`config.mk`:
```
export PLATFORM = sky130hd
export DESIGN_NAME = pwm_peripheral
export DESIGN_NICKNAME = d
export VERILOG_FILES = /design/src/rtl/pwm_peripheral.sv
export SDC_FILE = /design/constraint.sdc
export NUM_CORES = 1
export LEC_CHECK = 0
export CAP_MARGIN = 15
export CORE_UTILIZATION = 47
export CTS_BUF_LIST = sky130_fd_sc_hd__clkbuf_8
export DETAILED_ROUTE_END_ITERATION = 8
export PLACE_DENSITY_LB_ADDON = 0.25
export SKIP_CTS_REPAIR_TIMING = 1
export SLEW_MARGIN = 20
export SYNTH_ARGS = -nofsm -noshare
export SYNTH_HDL_FRONTEND = slang
export SYNTH_SLANG_ARGS = --single-unit
```
`constraint.sdc`:
```
create_clock -name clk -period 4.57 [get_ports clk]
set_input_delay 1.371 -clock clk [delete_from_list [all_inputs] [get_ports clk]]
set_output_delay 1.371 -clock clk [all_outputs]
set_load 0.005 [all_outputs]
```
`src/rtl/pwm_peripheral.sv`:
```
// pwm_peripheral: 16-channel PWM output block driven by one shared counter.
//
// A prescaler divides clk by PRESCALE to produce counter steps. An 8-bit
// counter advances once per step, so one PWM period is PRESCALE*256 clks.
// Every channel compares against the same counter, which keeps their edges
// phase-aligned. Each channel is either off, constant high, or PWM.
//
// Optional build macro: PWM_DUTY_SHADOW_EN
//   defined   - the duty value is captured into a shadow register on the
//               counter wrap, so duty changes only land on period boundaries.
//   undefined - the duty input feeds the comparator directly and a change
//               is seen on the next clk.

module pwm_peripheral #(
    parameter int unsigned PRESCALE = 13
) (
    input  logic        clk,
    input  logic        rst_n,
    input  logic [7:0]  en_reg_out_7_0,
    input  logic [7:0]  en_reg_out_15_8,
    input  logic [7:0]  en_reg_pwm_7_0,
    input  logic [7:0]  en_reg_pwm_15_8,
    input  logic [7:0]  pwm_duty_cycle,
    output logic [15:0] out,
    output logic        period_tick
);

    // PRESCALE == 1 still needs a one-bit counter that simply stays at zero.
    localparam int unsigned PRE_W = (PRESCALE > 1) ? $clog2(PRESCALE) : 1;
    localparam logic [PRE_W-1:0] PRE_LAST = PRE_W'(PRESCALE - 1);

    logic [PRE_W-1:0] pre_cnt;
    logic [7:0]       pwm_cnt;
    logic             step;
    logic             wrap;
    logic [7:0]       duty_eff;
    logic             pwm_level;
    logic [15:0]      en_out;
    logic [15:0]      en_pwm;
    logic [15:0]      out_next;

    assign step = (pre_cnt == PRE_LAST);
    assign wrap = step && (pwm_cnt == 8'hFF);

    // Prescaler: counts 0..PRESCALE-1, the terminal count is the step cycle.
    always_ff @(posedge clk or negedge rst_n) begin
        if (!rst_n) begin
            pre_cnt <= '0;
        end else if (step) begin
            pre_cnt <= '0;
        end else begin
            pre_cnt <= pre_cnt + 1'b1;
        end
    end

    // Shared PWM counter: advances on steps only, wrapping naturally at 255.
    always_ff @(posedge clk or negedge rst_n) begin
        if (!rst_n) begin
            pwm_cnt <= 8'h00;
        end else if (step) begin
            pwm_cnt <= pwm_cnt + 8'h01;
        end
    end

    // Period marker: registered copy of the wrap, so it is high while the counter reads 0.
    always_ff @(posedge clk or negedge rst_n) begin
        if (!rst_n) begin
            period_tick <= 1'b0;
        end else begin
            period_tick <= wrap;
        end
    end

`ifdef PWM_DUTY_SHADOW_EN
    logic [7:0] duty_shadow;

    // Duty shadow: captured on the wrap edge so a period never mixes two duty values.
    always_ff @(posedge clk or negedge rst_n) begin
        if (!rst_n) begin
            duty_shadow <= 8'h00;
        end else if (wrap) begin
            duty_shadow <= pwm_duty_cycle;
        end
    end

    assign duty_eff = duty_shadow;
`else
    assign duty_eff = pwm_duty_cycle;
`endif

    // 8'hFF is treated as fully on so the output never dips low at the wrap.
    assign pwm_level = (duty_eff == 8'hFF) || (pwm_cnt < duty_eff);

    assign en_out = {en_reg_out_15_8, en_reg_out_7_0};
    assign en_pwm = {en_reg_pwm_15_8, en_reg_pwm_7_0};

    // Channel select: off when disabled, constant high when not in PWM mode, else the PWM level.
    always_comb begin
        out_next = '0;
        for (int i = 0; i < 16; i++) begin
            out_next[i] = en_out[i] && (!en_pwm[i] || pwm_level);
        end
    end

    // Output register: every enable or level change shows up one clk later.
    always_ff @(posedge clk or negedge rst_n) begin
        if (!rst_n) begin
            out <= 16'h0000;
        end else begin
            out <= out_next;
        end
    end

endmodule

```
==> run summary, run 1 <==
combinational fraction of design power -> 13.6%
via density per instance -> 5.18
initial core utilization -> 49.5%
post-route setup slack -> 1180 ps
area added between synthesis and finish -> 51.0%
max-slew violations -> 0
nets@finish -> 223
Synth Area in Compound Gates -> 19.5%
XOR/XNOR share of the synthesized area -> 5.13%
Crit. End Element -> flop
Synth Area in Simple Gates -> 8.06%
crit-path max cell delay -> 750 ps
Longest Clk Path Bufs -> 2
Tmin final -> 3390 ps
Worst Path Arrival -> 3500 ps
Switching Fraction -> 20.6%
share of the synthesized area in the top cell type -> 53.1%
Hold Crit Depth -> 1
Pre-antenna DRT Iters -> 6
Die ar. -> 3130 um2
Hold WC Path Type -> reg2reg
clk slew on worst S/H paths -> 60 ps
Async SR Flop Fraction -> 100%
met2 wire len -> 1.43 mm
Placement Setup Slack -> 841 ps
CTS tree -> done
CTS root buffer -> clkbuf_8
critical setup path kind -> in2reg
# rows -> 19
Worst R2R Path Depth -> 5
worst reg2reg startpoint -> pwm_cnt[6]
vias post-DR -> 1046
Primary FF master, synth -> dfrtp_1
RePlAce Congestion -> 0.766
first-pass GRT wire length -> 4.84 mm
Critical Path Source Type -> input port
largest net degree at the start of global routing -> 30
period utilization -> 74.1%
unrepaired setup endpoints after global routing -> false
Worst Skew -> 2.02 ps
Fillers -> 184
IO buf count -> 58
main combinational cell family by area after synthesis -> compound AO/OA/AOI/OAI gates
H-tree depth -> 2
cell area after synthesis -> 1370 um2
TritonCTS buffer count -> 5
Placed Area -> 1980 um2
Rel. slew slack -> 45.0%
IO Pins -> 59
Internal -> 433 uW
Sw Pwr -> 112 uW
status -> finished, final reports clean
Wirelength per Cell -> 14.1 um
Worst Path Required -> 4680 ps
reg2reg end -> out[12]
PD cells -> 264 nW/um2
Syn Area/Cell -> 12.8 um2
sequential cell area fraction in the yosys report -> 53.1%
Vert. Die Dim -> 55.9 um
total power -> 545 uW
worst hold endpoint -> pre_cnt[0]
Final setup viols -> 0
Yosys warning count -> 0
flops & latches, synth -> 29
die extent in x -> 55.9 um
Leakage -> 0.905 nW
detailed router's first-iteration violation count -> 20
EDFF count, synth -> 0
Total GRT Usage -> 20.6%
worst-path fanout max -> 16
Synth Area in Adders -> 9.16%
Gate Count Post-Synth -> 107
met3 WL post-DR -> 319 um
DP Wirelength -> 2.17 mm
maxcap violations -> 0
cell chain of the critical path -> clkdlybuf4s50_1 -> inv_1 -> ha_1 -> and4_1 -> o21ai_1 -> o32ai_4 -> a21boi_0
origin of the worst setup path -> pwm_duty_cycle[6]
Yosys top cell by area -> dfrtp_1
DRT met1 WL -> 1.05 mm
worst vdd ir -> 0.247 mV
CP max stage cell -> o32ai_4
share of post-route cells with drive strength above 1 -> 12.3%
Area contributors post-synth -> dfrtp_1 53%, ha_1 9.2%, a21boi_2 8.2%
vias in the first global route -> 1117
sequential group share of total power -> 48.8%
final core occ -> 74.8%
fmax -> 295 MHz
Routed Antenna Nets -> 0
# clock sinks -> 29
syn_nets -> 159
DR top layer -> met4
Worst Hold Launch -> pre_cnt[0]
Core Box Area -> 2760 um2
Hold Violations, Final -> 0
Remaining Overflow, GRT -> 0
worst skew pair latency -> 280 ps
final instance area -> 2060 um2
R2R Setup Slk -> 2370 ps
Commonest cells post-synth -> 29 x dfrtp_1, 11 x inv_1, 10 x a21boi_2, 10 x ha_1
most common cell in the netlist -> dfrtp_1
final setup TNS -> 0 ps
Worst-Margin Slew -> 824 ps
# DRC -> 0
n_diodes -> 0
Netlist cell types -> 27
initial antenna violation count -> 0
Clk network pwr share -> 37.6%
final WL -> 2.84 mm
multiplexer share of the synthesized area -> 0.824%
[area by class of cell]
class | instances | area, um2 | area share (%)
clock inverters | 1 | 3.75 | 0.182
clock buffers | 6 | 82.6 | 4.00
inverters | 11 | 41.3 | 2.00
multi-input cells | 65 | 583 | 28.3
flip-flops and latches | 29 | 726 | 35.2
well taps | 31 | 38.8 | 1.88
repair buffers | 59 | 588 | 28.5
[routing by layer]
metal | global-route usage [%] | up-vias
met3 | 11.9 | 5
met2 | 35.1 | 48
met1 | 21.1 | 497
li1 | - | 496
met5 | 0 | -
met4 | 7.32 | 0
[cell usage in the layout (no fill, tap or decap)]
| master | n |
|---|---|
| a2111oi_4 | 1 |
| a21boi_0 | 6 |
| a21boi_2 | 10 |
| a21o_1 | 1 |
| a21oi_1 | 2 |
| a41o_1 | 1 |
| and3_1 | 2 |
| and4_1 | 1 |
| buf_4 | 1 |
| clkbuf_8 | 6 |
| clkdlybuf4s50_1 | 58 |
| dfrtp_1 | 29 |
| ha_1 | 10 |
| inv_1 | 12 |
| mux2_2 | 1 |
| nand2_1 | 3 |
| nand2b_4 | 1 |
| nand3_1 | 1 |
| nand4_1 | 5 |
| nor2_1 | 6 |
| nor3_1 | 1 |
| o21a_1 | 1 |
| o21ai_0 | 1 |
| o21ai_1 | 1 |
| o32ai_4 | 1 |
| o41ai_1 | 1 |
| xnor2_1 | 6 |
| xor2_1 | 2 |
[power by group through the flow]
| stage | registers (mW) | logic [mW] | clock network (mW) |
|---|---|---|---|
| after floorplan | 0.272 | 0.0139 | 0 |
| after global placement | 0.271 | 0.0728 | 0 |
| after detailed placement | 0.271 | 0.0750 | 0 |
| after CTS | 0.266 | 0.0754 | 0.210 |
| after global routing | 0.267 | 0.0800 | 0.220 |
| final | 0.266 | 0.0739 | 0.205 |
[flip-flops by register name, summed over array words and instances, names as in the netlist]
signal       cells
out             16
pwm_cnt          8
pre_cnt          4
period_tick      1
[metrics by stage]
step	hold WS, ps	cells
final	491	202
after global routing	515	202
after CTS	488	202
after detailed placement	479	195
after global placement	448	195
after floorplan	436	107
[how the worst max path moves through the flow]
stage / cells after the start / slack, ps / end
after floorplan: 7 / 1890 / out[0]
after global routing: 7 / 1040 / out[11]
after CTS: 7 / 1150 / out[12]
final: 7 / 1180 / out[12]
after global placement: 7 / 1040 / out[12]
after detailed placement: 7 / 840 / out[12]
[cell families (layout without fill, tap and decap cells)]
kind of cell / after synthesis / after routing
mux: 1 / 1
compound gates: 26 / 26
flops: 29 / 29
xor+xnor: 8 / 8
simple gates: 20 / 20
fa+ha+maj: 10 / 10
buf+inv: 13 / 77
[critical path: cells and delay by family]
| family | cells | cell delay, ps |
|---|---|---|
| AOI/OAI and AO/OA | 3 | 1080 |
| buffers and inverters | 2 | 530 |
| and+or+nand+nor | 1 | 210 |
| adders and majority gates | 1 | 310 |
(Power assumes the default switching activity.)
==> run 2: changes to the inputs <==
--- a/config.mk
+++ b/config.mk
@@ -6,7 +6,7 @@
 export NUM_CORES = 1
 export LEC_CHECK = 0
 export CAP_MARGIN = 15
-export CORE_UTILIZATION = 47
+export CORE_UTILIZATION = 43
 export CTS_BUF_LIST = sky130_fd_sc_hd__clkbuf_8
 export DETAILED_ROUTE_END_ITERATION = 8
 export PLACE_DENSITY_LB_ADDON = 0.25
==> constraint.sdc (replaced) <==
create_clock -name clk -period 3.3 [get_ports clk]
set_input_delay 0.99 -clock clk [delete_from_list [all_inputs] [get_ports clk]]
set_output_delay 0.99 -clock clk [all_outputs]
set_load 0.005 [all_outputs]
==> run summary, run 2 (synthesis gave the netlist of run 1 again) <==
status -> finished, final reports clean
share of post-route cells with drive strength above 1 -> 13.3% (+1.0 points)
Worst-Margin Slew -> 350 ps (-475 ps)
# DRC -> 0 (unchanged)
clk slew on worst S/H paths -> 60 ps (about the same)
period utilization -> 82.7%
Worst Path Required -> 3470 ps (-1210 ps)
Pre-antenna DRT Iters -> 3 (-3)
commonest non-fill, non-tap cells in the layout -> 58 x clkdlybuf4s50_1, 29 x dfrtp_1, 12 x inv_1
largest reg by FF count -> out
CTS tree -> done
Core Box Area -> 3030 um2 (+9.8%)
n_diodes -> 0 (unchanged)
Vert. Die Dim -> 58.4 um (+4.4%)
cell chain of the critical path -> clkdlybuf4s50_1 -> inv_1 -> ha_1 -> a41o_1 -> a21oi_1 -> o32ai_4 -> buf_4 -> a21boi_0
initial core utilization -> 45.1% (-4.4 points)
crit-path max cell delay -> 470 ps (-280 ps)
cell family with most CP delay -> compound AO/OA/AOI/OAI gates
Critical Path Source Type -> input port
Crit. End Element -> flop
Final setup viols -> 0 (unchanged)
total power -> 835 uW (+53%)
PD cells -> 395 nW/um2 (+49%)
DP Wirelength -> 2.27 mm (+4.8%)
die extent in x -> 58.4 um (+4.4%)
final instance area -> 2120 um2 (+2.6%)
vias post-DR -> 1041 (-0.48%)
# clock sinks -> 29 (unchanged)
unrepaired setup endpoints after global routing -> false
critical setup path kind -> in2reg
IO Pins -> 59 (unchanged)
vias in the first global route -> 1104 (-1.2%)
final WL -> 2.87 mm (+1.1%)
Rel. slew slack -> 76.7% (+32 points)
final core occ -> 69.9% (-4.9 points)
CP max stage cell -> clkdlybuf4s50_1
initial antenna violation count -> 0 (unchanged)
maxcap violations -> 0 (unchanged)
TritonCTS buffer count -> 5 (unchanged)
Longest Clk Path Bufs -> 2 (unchanged)
Die ar. -> 3410 um2 (+9.0%)
Worst Skew -> 4.44 ps (+2.42 ps)
Hold Violations, Final -> 0 (unchanged)
H-tree depth -> 2 (unchanged)
Hold WC Path Type -> reg2reg
final setup TNS -> 0 ps (unchanged)
area added between synthesis and finish -> 54.9%
biggest regs -> out: 16 flops, pwm_cnt: 8 flops, pre_cnt: 4 flops
CTS root buffer -> clkbuf_8
RePlAce Congestion -> 0.759 (-0.88%)
Tmin final -> 2730 ps
# rows -> 20 (+1)
nets@finish -> 224 (+0.45%)
FF+latch area -> 726 um2 (unchanged)
Total GRT Usage -> 19.2% (-1.4 points)
Fillers -> 235 (+28%)
fmax -> 367 MHz
Worst Path Arrival -> 2900 ps (-600 ps)
detailed router's first-iteration violation count -> 18 (-10%)
worst skew pair latency -> 270 ps (about the same)
first-pass GRT wire length -> 4.68 mm (-3.3%)
max reg flops -> 16 (unchanged)
largest net degree at the start of global routing -> 30 (unchanged)
worst-path fanout max -> 16 (unchanged)
most common cell after layout, fill and taps aside -> clkdlybuf4s50_1
Wirelength per Cell -> 13.2 um (-5.9%)
Leakage -> 0.925 nW (+2.2%)
worst vdd ir -> 0.343 mV (+39%)
via density per instance -> 4.80 (-7.4%)
Remaining Overflow, GRT -> 0 (unchanged)
area of the multi-input gates -> 583 um2 (unchanged)
max-slew violations -> 0 (unchanged)
Placed Area -> 2000 um2 (+1.2%)
IO buf count -> 58 (unchanged)
Routed Antenna Nets -> 0 (unchanged)
Bufs and invs on worst path -> 3 (+1)
-- run 2: worst paths after layout --
kind | start | to | slack (ps) | cells past startpoint
min in group asynchronous | rst_n | pre_cnt[1] | 1090 | 2
max reg2reg | pwm_cnt[6] | out[12] | 1390 | 6
max | pwm_duty_cycle[6] | out[12] | 570 | 8
min reg2reg | pre_cnt[0] | pre_cnt[0] | 500 | 1
max in group asynchronous | rst_n | out[15] | 1950 | 2
min | pre_cnt[0] | pre_cnt[0] | 500 | 1
-- run 2: power by group --
part	internal [mW]	total [mW]	switching, mW
clock	0.242	0.363	0.121
combinational	0.0723	0.104	0.0313
sequential	0.366	0.369	0.00269
-- run 2: metal layers --
metal / global-route usage, % / routed length, um
met1: 20.0 / 1070
met2: 34.8 / 1530
met3: 7.47 / 242
met4: 7.14 / 27
met5: 0 / 0
-- run 2: layout make-up --
class / instances / share of cell area (%)
Timing Repair Buffer: 60 / 28.1
Tap cell: 44 / 2.60
Clock buffer: 6 / 3.90
Inverter: 11 / 1.95
Clock inverter: 2 / 1.60
Sequential cell: 29 / 34.3
Multi-Input combinational cell: 65 / 27.5
-- run 2: per-stage QoR --
step	hold slack, ps	cells	setup slack (ps)
2_1_floorplan	436	107	1000
3_3_place_gp	448	209	452
3_5_place_dp	493	209	296
4_1_cts	502	217	575
5_1_grt	531	217	496
6_report	496	217	572
==> run 3: changes to the inputs <==
==> constraint.sdc (replaced) <==
create_clock -name clk -period 2.6 [get_ports clk]
set_input_delay 0.78 -clock clk [delete_from_list [all_inputs] [get_ports clk]]
set_output_delay 0.78 -clock clk [all_outputs]
set_load 0.005 [all_outputs]
==> run summary, run 3 (synthesis gave the netlist of run 1 again) <==
post-route setup slack -> 197 ps (-375 ps)
IO buf count -> 58 (unchanged)
detailed router's first-iteration violation count -> 13 (-5)
n_diodes -> 0 (unchanged)
DP Wirelength -> 2.19 mm (-3.6%)
max-slew violations -> 0 (unchanged)
RePlAce Congestion -> 0.799 (+5.2%)
R2R Setup Slk -> 810 ps (-580 ps)
Tmin final -> 2400 ps
Total GRT Usage -> 18.3% (-0.91 points)
Placement Setup Slack -> -60.7 ps (-356 ps)
critical setup path kind -> in2reg
# rows -> 20 (unchanged)
first-pass GRT wire length -> 4.36 mm (-6.8%)
PD cells -> 443 nW/um2 (+12%)
worst vdd ir -> 0.347 mV (+1.0%)
Final setup viols -> 0 (unchanged)
largest net degree at the start of global routing -> 30 (unchanged)
Fillers -> 227 (-3.4%)
area added between synthesis and finish -> 52.7%
Worst-Margin Slew -> 355 ps (+5.06 ps)
commonest non-fill, non-tap cells in the layout -> 58 x clkdlybuf4s50_1, 29 x dfrtp_1, 11 x inv_1
Placed Area -> 2010 um2 (+0.63%)
Critical Path Source Type -> input port
via density per instance -> 4.82 (+0.54%)
max reg flops -> 16 (unchanged)
status -> finished, final reports clean
IO Pins -> 59 (unchanged)
most common cell after layout, fill and taps aside -> clkdlybuf4s50_1
H-tree depth -> 2 (unchanged)
Remaining Overflow, GRT -> 0 (unchanged)
Rel. slew slack -> 76.0% (-0.65 points)
fmax -> 416 MHz
biggest regs -> out: 16 flops, pwm_cnt: 8 flops, pre_cnt: 4 flops
final WL -> 2.79 mm (-2.9%)
TritonCTS buffer count -> 5 (unchanged)
CTS tree -> done
Routed Antenna Nets -> 0 (unchanged)
Pre-antenna DRT Iters -> 4 (+1)
Vert. Die Dim -> 58.4 um (unchanged)
worst reg2reg startpoint -> pwm_cnt[6]
Hold WC Path Type -> reg2reg
die extent in x -> 58.4 um (unchanged)
final instance area -> 2090 um2 (-1.4%)
worst-path fanout max -> 16 (unchanged)
Crit. End Element -> flop
CTS root buffer -> clkbuf_8
total power -> 924 uW (+11%)
Hold Violations, Final -> 0 (unchanged)
Core Box Area -> 3030 um2 (unchanged)
period utilization -> 92.4%
# clock sinks -> 29 (unchanged)
# DRC -> 0 (unchanged)
Die ar. -> 3410 um2 (unchanged)
Worst Hold Launch -> pre_cnt[0]
Longest Clk Path Bufs -> 2 (unchanged)
Worst Path Required -> 2790 ps (-680 ps)
vias post-DR -> 1037 (-0.38%)
largest reg by FF count -> out
maxcap violations -> 0 (unchanged)
Leakage -> 0.905 nW (-2.2%)
Worst Path Arrival -> 2600 ps (-300 ps)
initial antenna violation count -> 0 (unchanged)
vias in the first global route -> 1024 (-7.2%)
share of post-route cells with drive strength above 1 -> 12.9% (-0.43 points)
nets@finish -> 224 (unchanged)
unrepaired setup endpoints after global routing -> false
clk slew on worst S/H paths -> 60 ps (about the same)
initial core utilization -> 45.1% (unchanged)
origin of the worst setup path -> pwm_duty_cycle[6]
worst skew pair latency -> 280 ps (about the same)
Wirelength per Cell -> 13.0 um (-2.0%)
Worst Skew -> 3.66 ps (-0.781 ps)
run 3: changes by cell type in the layout (fill, tap and decap cells not counted):
cell	previous run	this run
buf_12	0	1
clkinv_2	0	1
bufinv_16	1	0
buf_4	2	1
inv_1	12	11
clkbuf_8	6	5
run 3: final cells by class:
type                       instances  area, um2  area share [%]
clock inverter                     1       5.00           0.240
sequential                        29        726            34.8
inverter                          11       41.3            1.98
timing repair buffer              60        608            29.1
tap                               44       55.1            2.64
multi-input combinational         65        583            27.9
clock buffer                       5       68.8            3.30
run 3: layer usage:
metal  wire (um)  global-route usage [%]
met4          55                    9.18
met3         232                    7.47
met2        1480                    31.9
met5           0                       0
met1        1020                    18.9
run 3: where the power goes:
| group | leakage [nW] | switching [mW] | total (mW) | internal, mW |
|---|---|---|---|---|
| clock network | 0.0399 | 0.151 | 0.326 | 0.175 |
| registers | 0.348 | 0.00345 | 0.468 | 0.465 |
| logic | 0.517 | 0.0385 | 0.130 | 0.0919 |
run 3: through the flow:
| step | hold WS, ps | cells | setup TNS, ps | util (%) |
|---|---|---|---|---|
| final | 493 | 215 | 0 | 68.9 |
| after global routing | 538 | 215 | 0 | 68.9 |
| after CTS | 501 | 215 | 0 | 68.9 |
| after detailed placement | 488 | 209 | -338 | 66.5 |
| after global placement | 449 | 209 | 0 | 66.5 |
| after floorplan | 436 | 107 | 0 | - |
run 3: worst paths after layout:
path,end,cells after the start
setup / recovery,out[11],8
hold / removal,pre_cnt[0],1
setup reg to reg,out[11],6
hold reg to reg,pre_cnt[0],1
max in group asynchronous,pwm_cnt[1],2
min in group asynchronous,pre_cnt[1],2
run 3: critical path, cell delays in order:
cell and delay [ps]:
clkdlybuf4s50_1 480, inv_1 50, ha_1 310, a41o_1 250, a21oi_1 220, o32ai_4 150
buf_12 170, a21boi_0 170
